$ cat src/rtl/serial_com_aligner_if.sv
// serial_com_aligner_if
//   Bundles the PHY-side serial input and the aligned byte output of the
//   receive aligner. Clock and reset are not part of the bundle.
//   master : driver of the serial line and consumer of the aligned bytes
//   slave  : the aligner itself
//   serial_in    PHY data bit, MSB of each byte first
//   serial_valid line valid; low drops alignment
//   data_out     last aligned byte
//   byte_strobe  one-cycle pulse when data_out updates
//   valid_out    data_out carries payload (not COM)
//   active       alignment locked
interface serial_com_aligner_if;
    logic       serial_in;
    logic       serial_valid;
    logic [7:0] data_out;
    logic       byte_strobe;
    logic       valid_out;
    logic       active;

    modport master (
        output serial_in, serial_valid,
        input  data_out, byte_strobe, valid_out, active
    );

    modport slave (
        input  serial_in, serial_valid,
        output data_out, byte_strobe, valid_out, active
    );
endinterface

$ cat src/rtl/serial_com_aligner.sv
// serial_com_aligner
//   Deserialises an MSB-first bit stream, hunts for the COM symbol at any
//   bit phase, and after LOCK_COUNT consecutive byte-aligned COMs emits
//   aligned bytes with a one-cycle strobe.
//   clk_32f : bit-rate clock, posedge
//   reset   : asynchronous, active-low
//   bus     : serial_com_aligner_if.slave (serial in, aligned byte out)
module serial_com_aligner #(
    parameter logic [7:0] COM        = 8'hBC,
    parameter int         LOCK_COUNT = 4
) (
    input  logic                  clk_32f,
    input  logic                  reset,
    serial_com_aligner_if.slave   bus
);
    localparam int CW = $clog2(LOCK_COUNT + 1);

    typedef enum logic [1:0] {HUNT, ALIGN, LOCKED} state_t;

    state_t          state_q, state_d;
    logic [7:0]      sr_q, sr_d;
    logic [2:0]      bit_cnt_q, bit_cnt_d;
    logic [CW-1:0]   com_cnt_q, com_cnt_d;
    logic [7:0]      data_q, data_d;
    logic            strobe_q, strobe_d;
    logic            valid_q, valid_d;
    logic            active_q, active_d;

    logic [7:0]      nxt;
    logic            boundary;
    logic            is_com;
    logic            lock_hit;

    assign nxt      = {sr_q[6:0], bus.serial_in};
    assign boundary = (bit_cnt_q == 3'd7);
    assign is_com   = (nxt == COM);
    assign lock_hit = ((int'(com_cnt_q) + 1) == LOCK_COUNT);

    always_ff @(posedge clk_32f or negedge reset) begin
        if (!reset) begin
            state_q   <= HUNT;
            sr_q      <= '0;
            bit_cnt_q <= '0;
            com_cnt_q <= '0;
            data_q    <= '0;
            strobe_q  <= 1'b0;
            valid_q   <= 1'b0;
            active_q  <= 1'b0;
        end else begin
            state_q   <= state_d;
            sr_q      <= sr_d;
            bit_cnt_q <= bit_cnt_d;
            com_cnt_q <= com_cnt_d;
            data_q    <= data_d;
            strobe_q  <= strobe_d;
            valid_q   <= valid_d;
            active_q  <= active_d;
        end
    end

    always_comb begin
        state_d   = state_q;
        sr_d      = sr_q;
        bit_cnt_d = bit_cnt_q;
        com_cnt_d = com_cnt_q;
        data_d    = data_q;
        strobe_d  = 1'b0;
        valid_d   = valid_q;
        active_d  = active_q;

        if (!bus.serial_valid) begin
            // Line dropped: lose alignment, freeze sr, keep last data byte.
            state_d   = HUNT;
            active_d  = 1'b0;
            valid_d   = 1'b0;
            com_cnt_d = '0;
            bit_cnt_d = '0;
        end else begin
            sr_d = nxt;
            case (state_q)
                HUNT: begin
                    // bit phase search: COM seen ends a byte, so next bit is bit 0
                    if (is_com) begin
                        state_d   = ALIGN;
                        bit_cnt_d = '0;
                        com_cnt_d = CW'(1);
                    end
                end
                ALIGN: begin
                    bit_cnt_d = bit_cnt_q + 3'd1;
                    if (boundary) begin
                        if (is_com && lock_hit) begin
                            state_d  = LOCKED;
                            active_d = 1'b1;
                        end else if (is_com) begin
                            if (int'(com_cnt_q) < LOCK_COUNT)
                                com_cnt_d = com_cnt_q + CW'(1);
                        end else begin
                            // no re-search this cycle; HUNT resumes next clock
                            state_d   = HUNT;
                            com_cnt_d = '0;
                        end
                    end
                end
                LOCKED: begin
                    bit_cnt_d = bit_cnt_q + 3'd1;
                    if (boundary) begin
                        data_d   = nxt;
                        strobe_d = 1'b1;
                        valid_d  = !is_com;
                    end
                end
                default: state_d = HUNT;
            endcase
        end
    end

    assign bus.data_out    = data_q;
    assign bus.byte_strobe = strobe_q;
    assign bus.valid_out   = valid_q;
    assign bus.active      = active_q;
endmodule
$ cat src/flat_wrapper.sv
// flat-port wrapper written by rule: the top's interface ports become plain ports
module serial_com_aligner_flat 
#(
    parameter logic [7:0] COM        = 8'hBC,
    parameter int         LOCK_COUNT = 4
)
  (clk_32f, reset, bus_serial_in, bus_serial_valid, bus_data_out, bus_byte_strobe, bus_valid_out, bus_active);
  serial_com_aligner_if bus_i ();
  input  logic clk_32f;
  input  logic reset;
  input wire logic [$bits(bus_i.serial_in)-1:0] bus_serial_in;
  input wire logic [$bits(bus_i.serial_valid)-1:0] bus_serial_valid;
  output wire logic [$bits(bus_i.data_out)-1:0] bus_data_out;
  output wire logic [$bits(bus_i.byte_strobe)-1:0] bus_byte_strobe;
  output wire logic [$bits(bus_i.valid_out)-1:0] bus_valid_out;
  output wire logic [$bits(bus_i.active)-1:0] bus_active;
  assign bus_i.serial_in = bus_serial_in;
  assign bus_i.serial_valid = bus_serial_valid;
  assign bus_data_out = bus_i.data_out;
  assign bus_byte_strobe = bus_i.byte_strobe;
  assign bus_valid_out = bus_i.valid_out;
  assign bus_active = bus_i.active;
  serial_com_aligner #(.COM(COM), .LOCK_COUNT(LOCK_COUNT)) u_core (.clk_32f(clk_32f), .reset(reset), .bus(bus_i));
endmodule
$ cat config.mk
export PLATFORM = sky130hd
export DESIGN_NAME = serial_com_aligner_flat
export DESIGN_NICKNAME = d
export VERILOG_FILES = /design/src/rtl/serial_com_aligner_if.sv /design/src/rtl/serial_com_aligner.sv /design/src/flat_wrapper.sv
export SDC_FILE = /design/constraint.sdc
export NUM_CORES = 1
export LEC_CHECK = 0
export ABC_AREA = 1
export CORE_MARGIN = 1
export CORE_UTILIZATION = 55
export DETAILED_ROUTE_END_ITERATION = 8
export PLACE_DENSITY_LB_ADDON = 0.1
export SYNTH_ARGS = -nofsm -noshare
export SYNTH_HDL_FRONTEND = slang
export SYNTH_SLANG_ARGS = --single-unit
$ cat constraint.sdc
create_clock -name clk_32f -period 2 [get_ports clk_32f]
set_input_delay 0.5 -clock clk_32f [delete_from_list [all_inputs] [get_ports clk_32f]]
set_output_delay 0.5 -clock clk_32f [all_outputs]
set_load 0.01 [all_outputs]
-- Word-level counts from Yosys, hierarchy flattened
Cells that the tools add are included.
- $add $sub $neg: 3
- order comparisons: 1
- equal/unequal tests: 17
- multiplexer cells: 26
- reduce and logical (&&, ||, !) cells: 10
- operators with widths (cell ; number):
    32-bit by 4-bit == test with 1-bit output, second input constant ; 1
    3-bit 2-to-1 mux ; 8
    3-bit case mux with 2 select lines ; 2
    1-bit 2-to-1 mux ; 10
    2-bit 2-to-1 mux ; 5
    3-bit by 2-bit inequality test with 1-bit output, second input constant ; 3
    8-bit == test, second input constant ; 1
    2-bit by 1-bit inequality test with 1-bit output, second input constant ; 4
    4-bit inequality test, second input constant ; 2
    3-bit by 1-bit adder with 3-bit output, second input constant ; 2
    2-bit case mux with 3 select lines ; 1
    3-bit AND reduction ; 2
    5-bit AND reduction ; 1
    3-bit by 1-bit adder with 4-bit output, second input constant ; 1
    2-bit AND reduction ; 2
    4-bit AND reduction ; 1
    3-bit == test, second input constant ; 1
    3-bit less-than comparator, second input constant ; 1
    3-bit by 1-bit inequality test with 1-bit output, second input constant ; 1
    3-bit inequality test, second input constant ; 1
    2-bit by 1-bit == test with 1-bit output, second input constant ; 1
    2-bit == test, second input constant ; 1
    2-bit logical NOT ; 1
    2-bit inequality test, second input constant ; 1
    other kinds (3) ; 3
- register bits: 26
- bits of input ports: 4
- output and inout port bits: 11
- word-level logic and storage cells: 65

-- Depth between registers and ports, before layout
- word-level depth: 7
- mapped depth: 10
- mapped depth without buffers: 10

-- Worst setup path before layout
No wires, ideal clock.
- path kind: register to register
- start point: register u_core.state_q[0]
- end point: register u_core.bit_cnt_q[0]
- setup time: 0.126 ns
- arrival time: 1.287 ns
- required time: 1.874 ns
- setup slack: 0.587 ns
- stages on the path, launching flop included: 6
- buffers on the path: 0
- clock period less this slack: 1.413 ns
- path through: dfrtp_1 inv_1 ha_1 or3_1 nand2_2 o21ai_0
- longest elaborated chain between the ends: 4
- elaborated cells between the ends (all ways): 9
- those cells by class: eq/ne (4); mux (2); reduce/logical (3)
- ends and longest elaborated chain (what ; line ; RTL):
    start: declaration ; serial_com_aligner.sv:20 ; state_t state_q, state_d;
    start signal: assignment ; serial_com_aligner.sv:50 ; state_q <= state_d;
    2-bit by 1-bit == test with 1-bit output / 2-bit == test (equally long branches) ; serial_com_aligner.sv:80 ; case (state_q)
    2-bit OR reduction (no source line) ; - ;
    3-bit case mux with 2 select lines / 3-bit by 2-bit inequality test with 1-bit output (equally long branches) ; - ;
    3-bit 2-to-1 mux / 2-bit AND reduction (equally long branches) ; - ;
    end signal: assignment ; serial_com_aligner.sv:52 ; bit_cnt_q <= bit_cnt_d;
    end: declaration ; serial_com_aligner.sv:22 ; logic [2:0] bit_cnt_q, bit_cnt_d;
Parallel ways exist; a longest one is shown, timed or not.
A chain may end at the register's enable or synchronous reset.

-- Final worst setup path
- start point: register u_core.data_q[1] (netlist: u_core.bus.data_out[1])
- end point: output bus_data_out[1]
- RTL lines (what ; line ; RTL):
    start: declaration ; serial_com_aligner.sv:24 ; logic [7:0] data_q, data_d;
    start signal: assignment ; serial_com_aligner.sv:54 ; data_q <= data_d;
    end: declaration ; flat_wrapper.sv:13 ; output wire logic [$bits(bus_i.data_out)-1:0] bus_data_out;
No word-level cell between the ends.

==> results.toml <==
[status]
status = "complete, no violations"

[worst_hold_path]
hp-class = "flip-flop to flip-flop"

[grt]
grt_max_degree = 27
grt_pass1_wl_mm = 4.11
grt_use_total_pct = 20.8
antenna_found_initial = 0
grt_pass1_vias = 972
overflow = 0

[finish]
drive_gt1_share_pct = 10.9
finalNetCount = 196
final_common_cell = "nand2_1"
n_antenna_cell = 0
area.growth.synth_to_final_pct = 16.0
num-fill-cells = 195
final_util_pct = 69.0
final_cell_mix = "nand2_1 (45), dfrtp_1 (26), inv_1 (24)"

[timing]
fin_skew_ns = 0.00376
tightestPinTransition_ns = 0.334
post-route-period-util_pct = 86.4
tns_ns = 0
setup_viol = 0
slew_headroom_pct = 77.7
max_freq_mhz = 579
slew_viol_final = 0
layout_min_cycle_time_ns = 1.73
rsz0062_at_grt = "false"
hold_violations = 0

[drt]
wl_mm = 2.33
wl_per_cell_microns = 11.0
first_pass_iters = 4
viasPerCell = 5.00
ant_nets = 0
via_count = 1055
drt_iter0_markers = 20
drc = 0

[synthesis]
synth_seq_cells = 26
ys_seq_area_share_pct = 48.1
synthCells = 165
synthTopCellsByArea = "dfrtp_1 (48%), nand2_1 (12%), ha_1 (7.4%)"
yosysWarningCount = 0
yosys.area.top_type = "dfrtp_1"
syn_nets = 177
synth_top_cell_area_share_pct = 48.1
synth_area_sq_um = 1350
yosys.cell_types.count = 21
syn_avg_cell_area_sq_um = 8.20

[clocking]
post_cts_buffers = 0
ctsHoldBuffers = 0
cts_buffers = 3
clockRootBuffer = "clkbuf_4"
cts.sinks = 26
clk_path_buf_depth = 2
cts_resized = 0
clk_pin_slew_worst_paths_ns = 0.13
cts_tree = "yes"
worstSkewPairLatency_ns = 0.31
ctsHtreeMaxLevel = 1

[worst_setup_path]
crit_fanout = 2
slowest_stage = "clkdlybuf4s50_1"
worstSetupEndpointType = "primary output"
arrival_ns = 1.23
worstSetupStartpointType = "flip-flop"
crit_type = "flip-flop to primary output"
cp.required_ns = 1.50
worstPathCellList = "clkdlybuf4s50_1"
critPathBufInv = 1
crit_family = "buffers and inverters"
cpPeakStageDelay_ns = 0.54

[run]
drv_cap = 0

[placed_design]
gp_congestion = 0.802
dpl.hpwl_mm = 1.82
io_buffer_count = 14

[power]
irDropWorstVdd_mv = 0.493
power_leakage_nw = 0.796
cellPowerDensity_nw_per_um2 = 764

[die]
die_h_microns = 51.6
top_level_ports = 15
coreArea_sq_um = 2280
start_util_pct = 59.5
rows = 17
die_x_microns = 51.6
fp.dieArea_sq_um = 2660
-- cell families (layout without fill, tap and decap cells) --
kind of cell	Yosys count	count (layout)	synth area share, %
buffers and inverters	30	48	9.06
DFF	26	26	48.1
AOI/OAI and AO/OA	25	25	9.70
and+or+nand+nor	76	76	25.8
adders and majority gates	8	8	7.39
-- through the flow --
stage / std cells / hold slack [ns] / power (mW) / worst slack (ns) / instance area [sq um]
6_report: 211 / 0.500 / 1.20 / 0.273 / 1570
5_1_grt: 211 / 0.525 / 1.29 / 0.196 / 1570
4_1_cts: 211 / 0.507 / 1.22 / 0.243 / 1570
2_1_floorplan: 165 / 0.204 / 0.863 / 0.587 / 1350
3_3_place_gp: 207 / 0.466 / 0.942 / 0.136 / 1530
3_5_place_dp: 207 / 0.475 / 0.956 / 0.110 / 1530
-- Yosys cell counts, drive strengths merged --
cell type	number
nand2	49
nand3	13
buf	3
inv	26
nand4	4
o21ai	23
ha	8
dfrtp	26
nand3b	1
a21oi	1
or3	1
nor2	8
a22oi	1
clkbuf	1
-- layer usage --
layer  part of all wire [%]  track usage (%)  up-vias
li1                       -                -      556
met1                     48             25.0      480
met2                     48             37.2       17
met3                    3.0             2.92        2
met4                   0.82             8.11        0
met5                      0                0        -
-- power by group --
part / total, mW / internal, mW / switching [mW]
clock: 0.257 / 0.111 / 0.146
combinational: 0.319 / 0.123 / 0.196
sequential: 0.624 / 0.580 / 0.0433
total: 1.20 / 0.815 / 0.385
-- flip-flops by register name (all words and copies together) (netlist names) --
signal / count
u_core.bit_cnt_q: 3
u_core.bus.active: 1
u_core.bus.byte_strobe: 1
u_core.bus.data_out: 8
u_core.bus.valid_out: 1
u_core.com_cnt_q: 3
u_core.sr_q: 7
u_core.state_q: 2
-- cell type report --
cell class              instances  area, sq um  area share, %
clock buffers                   4         36.3           2.31
inverters                      26         97.6           6.22
multi-input cells             109          581           37.0
flip-flops and latches         26          651           41.4
well taps                      28         35.0           2.23
repair buffers                 18          170           10.8
-- final timing paths --
path                                         from                      to  slack [ns]  depth (start not counted)
min in group asynchronous                   reset  u_core.bus.data_out[3]        0.53                          2
max reg2reg                     u_core.state_q[0]     u_core.bit_cnt_q[2]        0.46                          6
max                        u_core.bus.data_out[1]         bus_data_out[1]        0.27                          1
max in group asynchronous                   reset          u_core.sr_q[6]        1.23                          2
min reg2reg                u_core.bus.data_out[6]  u_core.bus.data_out[6]        0.50                          2
min                        u_core.bus.data_out[6]  u_core.bus.data_out[6]        0.50                          2
(Power assumes the default switching activity.)
